==> config.mk <==
export PLATFORM = sky130hd
export DESIGN_NAME = uart_rx_fifo
export DESIGN_NICKNAME = d
export VERILOG_FILES = /design/src/rtl/uart_rx_fifo.sv
export SDC_FILE = /design/constraint.sdc
export NUM_CORES = 1
export LEC_CHECK = 0
export CAP_MARGIN = 15
export CORE_MARGIN = 2
export CORE_UTILIZATION = 60
export CTS_CLUSTER_DIAMETER = 50
export DETAILED_ROUTE_END_ITERATION = 8
export PLACE_DENSITY = 0.88
export SLEW_MARGIN = 10
export SYNTH_ARGS = -nofsm -noshare
export SYNTH_HDL_FRONTEND = slang
export SYNTH_SLANG_ARGS = --single-unit
==> constraint.sdc <==
create_clock -name CLK -period 3.8 [get_ports CLK]
set_input_delay 0.38 -clock CLK [delete_from_list [all_inputs] [get_ports CLK]]
set_output_delay 0.38 -clock CLK [all_outputs]
set_load 0.02 [all_outputs]
==> src/rtl/uart_rx_fifo.sv <==
// Receive-side frame buffer behind a UART receiver: one FIFO entry per DATA_VALID rising edge,
// registered pop interface, sticky overrun flag and a saturating error-frame counter.
module uart_rx_fifo #(
  parameter int DATA_WIDTH = 8,
  parameter int DEPTH      = 16,
  parameter bit DROP_ERR   = 1'b0
) (
  input  logic                    CLK,
  input  logic                    RST,
  input  logic [DATA_WIDTH-1:0]   RX_P_DATA,
  input  logic                    RX_DATA_VALID,
  input  logic                    RX_PAR_ERR,
  input  logic                    RX_FRM_ERR,
  input  logic                    RD_EN,
  input  logic                    CLR_OVR,
  output logic [DATA_WIDTH-1:0]   RD_DATA,
  output logic [1:0]              RD_ERR,
  output logic                    RD_VALID,
  output logic                    EMPTY,
  output logic                    FULL,
  output logic [$clog2(DEPTH):0]  COUNT,
  output logic                    OVERRUN,
  output logic [7:0]              ERR_CNT
);

  localparam int AW = $clog2(DEPTH);
  localparam int EW = DATA_WIDTH + 2;

  logic [EW-1:0] mem [DEPTH];

  logic [AW-1:0] wr_ptr_reg, rd_ptr_reg;
  logic [AW:0]   count_reg, count_next;
  logic          empty_reg, full_reg;
  logic          valid_reg;
  logic [EW-1:0] rd_word_reg;
  logic          rd_valid_reg;
  logic          overrun_reg;
  logic [7:0]    err_cnt_reg;

  logic wr_event, has_err, store_req, rd_accept, wr_accept, overrun_set;

  always_comb begin
    wr_event    = RX_DATA_VALID & ~valid_reg;
    has_err     = RX_PAR_ERR | RX_FRM_ERR;
    store_req   = wr_event & ~(DROP_ERR & has_err);
    rd_accept   = RD_EN & ~empty_reg;
    // A pop in the same cycle frees the slot the new frame goes into.
    wr_accept   = store_req & (~full_reg | rd_accept);
    overrun_set = store_req & full_reg & ~rd_accept;
    count_next  = count_reg;
    case ({wr_accept, rd_accept})
      2'b10:   count_next = count_reg + 1'b1;
      2'b01:   count_next = count_reg - 1'b1;
      default: count_next = count_reg;
    endcase
  end

  // Storage array kept free of reset so it maps onto block RAM.
  always_ff @(posedge CLK) begin
    if (wr_accept) begin
      mem[wr_ptr_reg] <= {RX_FRM_ERR, RX_PAR_ERR, RX_P_DATA};
    end
  end

  always_ff @(posedge CLK) begin
    if (RST) begin
      rd_word_reg <= '0;
    end else if (rd_accept) begin
      rd_word_reg <= mem[rd_ptr_reg];
    end
  end

  always_ff @(posedge CLK) begin
    if (RST) begin
      wr_ptr_reg   <= '0;
      rd_ptr_reg   <= '0;
      count_reg    <= '0;
      empty_reg    <= 1'b1;
      full_reg     <= 1'b0;
      valid_reg    <= 1'b0;
      rd_valid_reg <= 1'b0;
      overrun_reg  <= 1'b0;
      err_cnt_reg  <= '0;
    end else begin
      valid_reg    <= RX_DATA_VALID;
      rd_valid_reg <= rd_accept;
      count_reg    <= count_next;
      empty_reg    <= (count_next == '0);
      full_reg     <= (count_next == (AW+1)'(DEPTH));
      if (wr_accept) begin
        wr_ptr_reg <= wr_ptr_reg + 1'b1;
      end
      if (rd_accept) begin
        rd_ptr_reg <= rd_ptr_reg + 1'b1;
      end
      if (overrun_set) begin
        overrun_reg <= 1'b1;
      end else if (CLR_OVR) begin
        overrun_reg <= 1'b0;
      end
      if (wr_event && has_err && (err_cnt_reg != 8'hFF)) begin
        err_cnt_reg <= err_cnt_reg + 8'd1;
      end
    end
  end

  assign RD_DATA  = rd_word_reg[DATA_WIDTH-1:0];
  assign RD_ERR   = rd_word_reg[EW-1:DATA_WIDTH];
  assign RD_VALID = rd_valid_reg;
  assign EMPTY    = empty_reg;
  assign FULL     = full_reg;
  assign COUNT    = count_reg;
  assign OVERRUN  = overrun_reg;
  assign ERR_CNT  = err_cnt_reg;

endmodule

# [Word-level counts from Yosys, hierarchy flattened]
# Memory sizes are Yosys's and may differ from the RTL's. A register that Yosys moved wholly into a read port is not among the register bits.
# Cells that the tools add are included.
[totals] mem_bits_rw=160 mem_count=1 register_bits=26 out_inout_bits=27
[op_classes] n_eq_ne=4 n_reduce_logical=4 bitwise_logic=11 n_addsub=5 mux=5
[mem_list] name="mem" depth=16 width=10 rd=1 rd_ports_with_merged_regs=1 write_ports=1 line="29" source="logic [EW-1:0] mem [DEPTH];"
[ops] operator="one-hot mux 5 bit (2 select lines)" count=1
[ops] operator="adder 4 x 1 -> 4 bit (second input constant)" count=2
[ops] operator="adder 8 x 1 -> 8 bit (second input constant)" count=1
[ops] operator="inequality test 8 bit (second input constant)" count=1
[ops] operator="adder 5 x 1 -> 5 bit (second input constant)" count=1
[ops] operator="AND 1 bit" count=5
[ops] operator="== test 5 bit (second input constant)" count=1
[ops] operator="zero test 5 bit" count=1
[ops] operator="subtractor 5 x 1 -> 5 bit (second input constant)" count=1
[ops] operator="two-way mux 1 bit" count=4
[ops] operator="inverter 1 bit" count=4
[ops] operator="== test 2 x 1 -> 1 bit (second input constant)" count=1
[ops] operator="== test 2 bit (second input constant)" count=1
[ops] operator="logical AND 1 bit" count=2
[ops] operator="bitwise OR 1 bit" count=2
[ops] operator="nonzero test 2 bit" count=1

# [Depth between registers and ports, before layout]
[logic_depth] depth_word=7 ltp_mapped=13

# [Worst setup path before layout]
# No wires, ideal clock.
[synth_path] path_type="reg2reg" startpoint="register empty_reg (netlist: EMPTY)" endpoint="register full_reg (netlist: FULL)" period_less_slack_ps=2651 setup_time_ps=87 path_buffers=2 arrival_ps=2563 slack_ps=1149 path_stages_with_launch=14 path_cell_list="dfxtp_1 nand2b_1 buf_2 a21boi_2 inv_1 ha_1 buf_4 xor2_1 ha_1 a21oi_1 mux2i_1 xor2_1 nand2_1 nor4b_2"
[synth_via] elab_chain_cells=7 elab_cells_between_ends=8 cone_classes="3 x eq/ne; 1 x mux; 4 x bitwise"
[synth_lines] element="start, declared" line="33" source="logic empty_reg, full_reg;"
[synth_lines] element="start signal, assigned" line="88" source="empty_reg <= (count_next == '0);"
[synth_lines] element="inverter 1 bit (*)" line="46" source="rd_accept = RD_EN & ~empty_reg;"
[synth_lines] element="AND 1 bit (*)" line="46"
[synth_lines] element="bitwise OR 1 bit" line="48" source="wr_accept = store_req & (~full_reg | rd_accept);"
[synth_lines] element="AND 1 bit" line="48"
[synth_lines] element="== test 2 x 1 -> 1 bit / == test 2 bit (equally long branches)" line="51" source="case ({wr_accept, rd_accept})"
[synth_lines] element="one-hot mux 5 bit (2 select lines) (*)" line="51"
[synth_lines] element="== test 5 bit (*)" line="89" source="full_reg <= (count_next == (AW+1)'(DEPTH));"
[synth_lines] element="end signal, assigned" line="89"
[synth_lines] element="end, declared" line="33"
# Mark *: on every way between the ends. The rest lies on a longest branch, timed or not.
# A chain may end at the register's enable or synchronous reset.

# [Worst setup path after layout]
[layout_path] startpoint="input port RX_DATA_VALID" endpoint="register full_reg (netlist: FULL)"
[layout_via] elab_chain_cells=5 elab_cells_between_ends=6 cone_classes="3 x eq/ne; 1 x mux; 2 x bitwise"
[layout_lines] element="start, declared" line="11" source="input logic RX_DATA_VALID,"
[layout_lines] element="AND 1 bit (*)" line="43" source="wr_event = RX_DATA_VALID & ~valid_reg;"
[layout_lines] element="AND 1 bit (*)" line="48"
[layout_lines] element="== test 2 x 1 -> 1 bit / == test 2 bit (equally long branches)" line="51"
[layout_lines] element="one-hot mux 5 bit (2 select lines) (*)" line="51"
[layout_lines] element="== test 5 bit (*)" line="89"
# Marks and branches as above.

==> qor.yml <==
power_and_ir_drop:
  peakVddDrop_mv: 0.436
  p_leak_nw: 2.98
  p_per_area_nw_per_um2: 543
  p_total_mw: 4.89
route:
  vias: 4353
  vias_per_cell: 6.32
  routedWlPerCell_um: 23.8
  postRouteAntennaNets: 0
  first_pass_iters: 5
  wl_mm: 16.4
  drt_iter0_drc: 536
  drcViolationCount: 0
layout:
  syn2layout_area_growth_pct: 15.1
  largest_register_ffs: 160
  drive_gt1_share_pct: 14.9
  final_cells: 689
  fin_util_pct: 71.1
  antennaDiodeCount: 0
  nets: 528
  fillers: 755
  design_area_um2: 9010
worst_setup_path:
  cpMaxStageDelayCell: "clkdlybuf4s50_1"
  path_max_fanout: 10
  start_kind: "input port"
  cpPeakStageDelay_ns: 0.46
  critical_path_depth: 13
  cp_cell_sequence: "clkdlybuf4s50_1, nor2b_1, a21boi_2, buf_4, inv_1, ha_1, xor2_1, ha_1, a21oi_1, mux2i_1, xor2_1, nand2_1, nor4b_2"
  critPathTopFamily: "buffers and inverters"
  timing_worst_setup_path_type: "in -> reg"
  r2r_cells: 12
  critPathCaptureType: "flop"
  cp.required_ns: 4.14
  crit_buf_inv: 3
  worstPathArrival_ns: 3.32
clocking:
  holdBufCountCts: 0
  cts_resized: 0
  clk_pin_slew_worst_paths_ns: 0.06
  htree_num_levels: 4
  cts_buffer_depth: 2
  clockRootBuffer: "clkbuf_16"
  post_cts_buffers: 0
  cts_tree: "yes"
  clock_sinks: 196
  cts_inserted_buffers: 17
  clkLatencyLatePin_ns: 0.43
global_routing:
  grt.met2_usage_pct: 40.9
  antenna_found_initial: 1
  grt_pass1_wl_mm: 24.8
  grt_max_degree: 37
  busiest_layer: "met2"
  grtUsageMet1_pct: 29.1
  grt-ovfl-total: 0
  grt_pass1_vias: 4374
  grt_use_met3_pct: 7.48
  grt_util_all_layers_pct: 24.8
placed_design:
  dpl.cell_count: 657
  gp_congestion: 0.823
  portBuffers: 41
  dp_hpwl_mm: 10.3
  place_area_um2: 8450
synth:
  yosys.area.top_type: "edfxtp_1"
  synth_nets: 474
  ys_ff_latch: 196
  synthFlopType: "edfxtp_1"
  netlist_area_um2: 7830
  synth.avg_cell_area_um2: 17.4
  synth_top_area_share_pct: 61.4
  synth_area_leaders: "edfxtp_1, dfxtp_1, mux4_2, mux4_1, nor2_1"
  synthArstFlopShare_pct: 0
  netlist_instances: 450
  synth_edf_count: 160
  yosysWarnings: 0
  yosysSeqAreaShare_pct: 70.6
  synth_cell_types: 43
floorplan:
  initial_core_util_pct: 61.8
  core_area_um2: 12700
  die_x_um: 118
  die_h_um: 118
  die_area_um2: 14000
  ioPinCount: 42
  rows: 41
sta:
  rsz0062_at_grt: "false"
  drv_slew: 0
  clock_skew_ns: 0.0120
  worst_pin_slew_ns: 1.16
  maxSlewHeadroom_pct: 22.3
  post-route-period-util_pct: 78.5
  hold_viol_final: 0
  fmax_mhz: 335
  setup_viol: 0
  final.min_clock_period_ns: 2.98
  setup-tns-final_ns: 0
hold_path:
  hp-class: "reg -> reg"
  whs_path_depth: 2
flow_run:
  max_cap_violations: 0
run_status:
  status: "completed"
routing by layer:
| metal | share of wire (%) | routed length [µm] |
|---|---|---|
| met1 | 35 | 5800 |
| met2 | 51 | 8300 |
| met3 | 9.8 | 1600 |
| met4 | 4.2 | 696 |
| met5 | 0.097 | 16 |
layout make-up:
| cell class | instances | area [µm²] | area share [%] |
|---|---|---|---|
| Multi-Input combinational cell | 221 | 2110 | 23.4 |
| Clock buffer | 24 | 482 | 5.35 |
| Sequential cell | 196 | 5530 | 61.3 |
| Tap cell | 172 | 215 | 2.39 |
| Inverter | 6 | 22.5 | 0.250 |
| Clock inverter | 8 | 77.6 | 0.861 |
| Timing Repair Buffer | 62 | 581 | 6.44 |
worst paths after layout:
kind         slack [ns]                   startpoint                     endpoint
max                0.82                RX_DATA_VALID              FULL$_SDFF_PP0_
min                0.49  rd_word_reg[6]$_SDFFE_PP0P_  rd_word_reg[6]$_SDFFE_PP0P_
max reg2reg        0.96         valid_reg$_SDFF_PP0_              FULL$_SDFF_PP0_
min reg2reg        0.49  rd_word_reg[6]$_SDFFE_PP0P_  rd_word_reg[6]$_SDFFE_PP0P_
logic make-up (layout without fill, tap and decap cells):
group,after synthesis,count (layout),share of synthesized area (%)
muxes,44,44,12.9
AOI/OAI and AO/OA,55,55,4.51
adders and majority gates,9,9,1.44
and+or+nand+nor,95,95,5.96
xor gates and xnor gates,18,18,2.11
DFF,196,196,70.6
buffers and inverters,33,100,2.56
cells in the final DEF (no fill, tap or decap), types with 2 or more instances in the layout:
cell,synthesis,layout
nor3_1,5,5
clkinv_2,0,3
nand2b_1,4,4
edfxtp_1,160,160
buf_4,1,20
mux4_2,22,22
nand3_1,3,3
mux4_1,18,18
nand2_1,12,12
a22oi_1,20,20
xnor2_1,4,4
dfxtp_1,36,35
nor2b_1,6,6
mux2i_1,4,4
clkbuf_1,10,4
xor2_1,13,13
clkbuf_8,0,3
clkbuf_16,0,17
nand3b_1,2,2
a21oi_1,27,27
clkdlybuf4s50_1,0,41
nand4_1,7,7
nor2_1,48,48
inv_1,6,6
ha_1,9,9
clkinvlp_4,0,2
report_power, final:
part,switching [mW],internal (mW),total (mW)
combinational,0.376,0.361,0.737
clock,0.724,0.955,1.68
sequential,0.0908,2.39,2.48
synthesized netlist by cell type (all sizes together) (2+ instances only):
cell type,n
a21oi,27
a22oi,20
buf,17
clkbuf,10
dfxtp,36
edfxtp,160
ha,9
inv,6
mux2i,4
mux4,40
nand2,12
nand2b,4
nand3,3
nand3b,2
nand4,7
nor2,48
nor2b,6
nor3,5
o21ai,2
xnor2,5
xor2,13
tightest hold or removal path: cells and delay by family, from the launching register on:
family,cells,cell delay [ns]
AOI/OAI and AO/OA,1,0.06
DFF,1,0.33
and+or+nand+nor,1,0.07
per-stage QoR:
stage,hold WS [ns],setup WS [ns]
detailed placement,0.479,0.467
global placement,0.468,0.666
finish,0.493,0.819
floorplan,0.479,1.15
global route,0.512,0.619
CTS,0.496,0.846
(Power assumes the default switching activity.)
